<file path="src/rtl/lock_scan_ctrl.sv">
// Sequential lock-table search: streams table words past the external comparator
// and reports the first matching index (or a miss) on a valid/ready result port.
`timescale 1ns/1ps
module lock_scan_ctrl #(
  parameter int WIDTH  = 16,
  parameter int DEPTH  = 64,
  parameter int ADDR_W = 6,
  parameter int RD_LAT = 2
) (
  input  logic              clk,
  input  logic              rst_n,
  input  logic              req_valid,
  output logic              req_ready,
  input  logic [WIDTH-1:0]  req_key,
  input  logic [ADDR_W:0]   req_count,
  output logic              mem_en,
  output logic [ADDR_W-1:0] mem_addr,
  input  logic [WIDTH-1:0]  mem_dout,
  output logic [WIDTH-1:0]  cmp_lock,
  output logic [WIDTH-1:0]  cmp_key,
  input  logic              cmp_match,
  output logic              res_valid,
  input  logic              res_ready,
  output logic              res_hit,
  output logic [ADDR_W-1:0] res_index
);
  typedef enum logic [1:0] {IDLE, SCAN, RESP} state_t;

  localparam logic [ADDR_W:0] L_DEPTH = (ADDR_W+1)'(DEPTH);

  state_t                         r_state;
  logic [ADDR_W-1:0]              r_last;
  logic [RD_LAT-1:0]              r_tag_v;
  logic [RD_LAT-1:0][ADDR_W-1:0]  r_tag_a;

  logic [ADDR_W:0]   w_n;
  logic              w_cmp_v;
  logic [ADDR_W-1:0] w_cmp_a;

  assign w_n      = (req_count > L_DEPTH) ? L_DEPTH : req_count;
  assign w_cmp_v  = r_tag_v[RD_LAT-1];
  assign w_cmp_a  = r_tag_a[RD_LAT-1];
  assign cmp_lock = mem_dout;

  always_ff @(posedge clk or negedge rst_n) begin
    if (!rst_n) begin
      r_state   <= IDLE;
      r_last    <= '0;
      r_tag_v   <= '0;
      r_tag_a   <= '0;
      req_ready <= 1'b1;
      mem_en    <= 1'b0;
      mem_addr  <= '0;
      cmp_key   <= '0;
      res_valid <= 1'b0;
      res_hit   <= 1'b0;
      res_index <= '0;
    end else begin
      // Tag pipeline tracks each issued read so its data lines up with the compare.
      r_tag_v[0] <= mem_en;
      r_tag_a[0] <= mem_addr;
      for (int i = 1; i < RD_LAT; i++) begin
        r_tag_v[i] <= r_tag_v[i-1];
        r_tag_a[i] <= r_tag_a[i-1];
      end

      case (r_state)
        IDLE: begin
          if (req_valid && req_ready) begin
            cmp_key   <= req_key;
            req_ready <= 1'b0;
            if (w_n == '0) begin
              r_state   <= RESP;
              res_valid <= 1'b1;
              res_hit   <= 1'b0;
              res_index <= '0;
            end else begin
              r_state  <= SCAN;
              r_last   <= ADDR_W'(w_n - 1'b1);
              mem_en   <= 1'b1;
              mem_addr <= '0;
            end
          end
        end
        SCAN: begin
          if (mem_en) begin
            if (mem_addr == r_last) mem_en <= 1'b0;
            else                    mem_addr <= mem_addr + 1'b1;
          end
          if (w_cmp_v) begin
            if (cmp_match) begin
              // Drop younger reads still in flight so the lowest index wins.
              r_tag_v   <= '0;
              mem_en    <= 1'b0;
              r_state   <= RESP;
              res_valid <= 1'b1;
              res_hit   <= 1'b1;
              res_index <= w_cmp_a;
            end else if (w_cmp_a == r_last) begin
              r_state   <= RESP;
              res_valid <= 1'b1;
              res_hit   <= 1'b0;
              res_index <= '0;
            end
          end
        end
        RESP: begin
          if (res_ready) begin
            res_valid <= 1'b0;
            req_ready <= 1'b1;
            r_state   <= IDLE;
          end
        end
        default: r_state <= IDLE;
      endcase
    end
  end
endmodule
</file>
<file path="config.mk">
export PLATFORM = sky130hd
export DESIGN_NAME = lock_scan_ctrl
export DESIGN_NICKNAME = d
export VERILOG_FILES = /design/src/rtl/lock_scan_ctrl.sv
export SDC_FILE = /design/constraint.sdc
export NUM_CORES = 1
export LEC_CHECK = 0
export BUFFER_PORTS_ARGS = -buffer_cell sky130_fd_sc_hd__buf_2
export CAP_MARGIN = 20
export CORE_MARGIN = 1
export CORE_UTILIZATION = 45
export DETAILED_ROUTE_END_ITERATION = 16
export PLACE_DENSITY = 0.74
export SYNTH_ARGS = -nofsm -noshare
export SYNTH_HDL_FRONTEND = slang
export SYNTH_SLANG_ARGS = --single-unit
</file>
<file path="constraint.sdc">
create_clock -name clk -period 4.2 [get_ports clk]
set_input_delay 0.42 -clock clk [delete_from_list [all_inputs] [get_ports clk]]
set_output_delay 0.42 -clock clk [all_outputs]
set_load 0.1 [all_outputs]
</file>
==> reports/metrics.cfg <==
[clock_tree]
clk_root_buffer_cell = clkbuf_8
post-cts-setup-buffer-count = 0
count_of_h_tree_levels_built_during_cts = 2
tritoncts.num_buffers = 5
cts.repair.resized = 0
clk-insertion-delay-late_ps = 310
tritoncts = done
clock_sink_count = 54
clock_transition_at_the_register_clock_pins_on_the_worst_setup_and_hold_paths_after_cts_ps = 90
cts_max_path_buffers = 2
holdBufCountCts = 0

[drt]
detail_route.vias_per_cell = 5.13
first_pass_iters = 4
wl_met1_um = 2080
top_layer = met4
met2_length_um = 2320
dr_wl_met3_um = 191
routed_wire_length_per_instance_um = 13.6
ant_nets = 0
drtIter0Drc = 58
num_vias = 1770
drc = 0
wirelength_um = 4710

[synth]
synthFlopType = dfrtp_1
yosys.cell_types.count = 46
number_of_synthesized_register_bits = 54
cell_taking_the_most_area_after_synthesis = dfrtp_1
synth_edf_count = 0
netlist.area_leader.share = 0.499
synthesis.area_um2 = 2660
synthArstFlopShare = 1.00
synth_sequential_area_ratio = 0.509
synth_warnings = 0
main_area_contributors_after_synthesis = dfrtp_1 (50%), mux2_2 (7.2%), buf_4 (4.5%)
synthCells = 228
syn_area_per_cell_um2 = 11.7
synth.net_count = 278

[worst_setup_path]
timing.critical_path.to_type = register
r2r_start = r_state[1]
critPathLaunchType = register
buffer_and_inverter_count_on_the_worst_path = 1
critical_path.cell_chain = inv_1 > ha_1 > nand2b_1 > a21boi_4 > mux2_4
reg2regPathDepth = 5
cp_num_cells = 5
timing_worst_setup_path_type = register to register
timing.critical_path.fanout_max = 20
top_cell_family_by_delay_on_the_critical_path = adder cells
worst_setup_path_startpoint = r_state[1]
biggest_cell_delay_along_the_critical_path_ps = 570
crit_path_arrival_time_ps = 2360
worst_path_max_delay_cell = ha_1
crit_required_ps = 4410

[sta]
timing.clock.skew_ps = 4.77
rsz_0062_raised_after_global_routing = no
worst_slew_margin = 0.559
achievable-frequency_mhz = 465
finalSetupViolations = 0
slew_viol_final = 0
tightest_slew_ps = 661
finalWorstPathRequiredPeriod_ps = 2150
fin_setup_tns_ps = 0
finalCritPeriodShare = 0.513
final_hold_viol_count = 0

[placed_design]
portBuffers = 59
place_hpwl_um = 3470
gpl.final_weighted_congestion = 0.795

[finish]
area_growth_pct = 13.0
diodes = 0
drive_gt1_frac = 0.374
final_layout_net_count = 322

[floorplan]
dieArea_um2 = 6210
initial_standard_cell_utilization_of_the_core = 0.474
die_height_um = 78.8
core_area_um2 = 5610
die_width_um = 78.8
placementRows = 27
boundaryPins = 92

[hold_path]
holdCritPathClass = input pin to asynchronous set/reset pin

[global_route]
vias_in_the_first_global_route = 1735
pin_count_of_the_biggest_net_entering_global_routing = 55
grt-ovfl-total = 0
grt_usage = 0.165
number_of_antenna_violations_at_the_first_check_in_global_routing = 0
grt_pass1_wl_um = 7910

[run]
cap_violations = 0

[status]
status = completed

layer usage:
layer	vias up	global-route usage
met5	-	0
met4	0	0.0855
met3	14	0.0264
met2	36	0.283
met1	855	0.201
li1	865	-
registers in the layout (all words and copies together), names as in the netlist:
signal     cells
res_hit        1
cmp_key       16
w_cmp_a        6
r_last         6
r_tag_v        2
res_valid      1
r_tag_a        6
mem_en         1
mem_addr       6
res_index      6
req_ready      1
r_state        2
logic make-up (layout without fill, tap and decap cells):
kind of cell             Yosys count  after routing  synth area share
AO/OA/AOI/OAI                     31             31            0.0834
XOR/XNOR                          15             15            0.0495
adder cells (fa/ha/maj)            6              6            0.0283
buffers and inverters             32             77            0.0716
flip-flops                        54             54             0.509
multiplexers                      25             25             0.114
AND/OR/NAND/NOR                   65             65             0.145
worst reg2reg max path: stages (launching register included):
cell and delay, ps:
dfrtp_1 390, inv_1 100, ha_1 570, nand2b_1 280
a21boi_4 370, mux2_4 330
synth_stat cells, drive strengths merged (2+ instances only):
library cell  number
nor3               3
a21oi              5
ha                 6
dfrtp             53
nand3             10
a21o               2
clkbuf             3
xnor2             12
inv                9
mux2i              2
o21ai              8
nand4b             2
o211ai             5
nor2b              2
and2               4
nand4              5
nor2               8
nand2             20
xor2               3
a31oi              3
buf               20
mux2              23
and3               7
final cells by class:
cell class | count | area, um^2
inverters | 9 | 33.8
multi-input cells | 142 | 1110
flip-flops and latches | 54 | 1350
fillers | 516 | 2610
well taps | 72 | 90.1
clock buffers | 5 | 68.8
clock inverters | 3 | 40.0
repair buffers | 60 | 303
cell usage in the layout, fill, tap and decap left out, types with 2 or more instances in the layout:
cell,Yosys,layout
and2_1,2,2
a21oi_1,5,5
mux2i_1,2,2
nand2_1,20,20
nand4b_1,2,2
clkinv_2,0,2
nor3_1,2,2
and3_1,7,7
nor2b_1,2,2
xor2_1,3,3
inv_1,9,9
mux2_2,17,17
o21ai_0,7,7
xnor2_1,12,12
a31oi_1,3,3
o211ai_1,5,5
and2_4,2,2
mux2_4,6,6
ha_1,6,6
dfrtp_1,53,53
nand3_1,9,9
nand4_1,4,4
clkbuf_8,0,5
buf_2,2,59
nor2_1,8,8
path summary, 6_finish.rpt:
check | to | slack (ps)
max in group asynchronous | cmp_key[11] | 3550
worst max register to register | res_index[2] | 2050
worst max-delay path | res_index[2] | 2050
worst min register to register | w_cmp_a[0] | 360
min in group clk | r_last[0] | 310
worst min-delay path | res_index[2] | 220
through the flow:
| stage | area [um^2] | hold slack [ps] | instances | utilization | setup WS [ps] |
|---|---|---|---|---|---|
| floorplan | 2660 | 124 | 228 | - | 1970 |
| global placement | 2890 | 332 | 337 | 0.516 | 1980 |
| detailed placement | 2890 | 335 | 337 | 0.516 | 1920 |
| CTS | 3000 | 245 | 345 | 0.535 | 2060 |
| global route | 3000 | 281 | 345 | 0.535 | 1900 |
| finish | 3000 | 216 | 345 | 0.535 | 2050 |
Power is left out: the tool's default activity adds up to more than one toggle a clock period on the data nets, which glitch-free logic cannot reach.
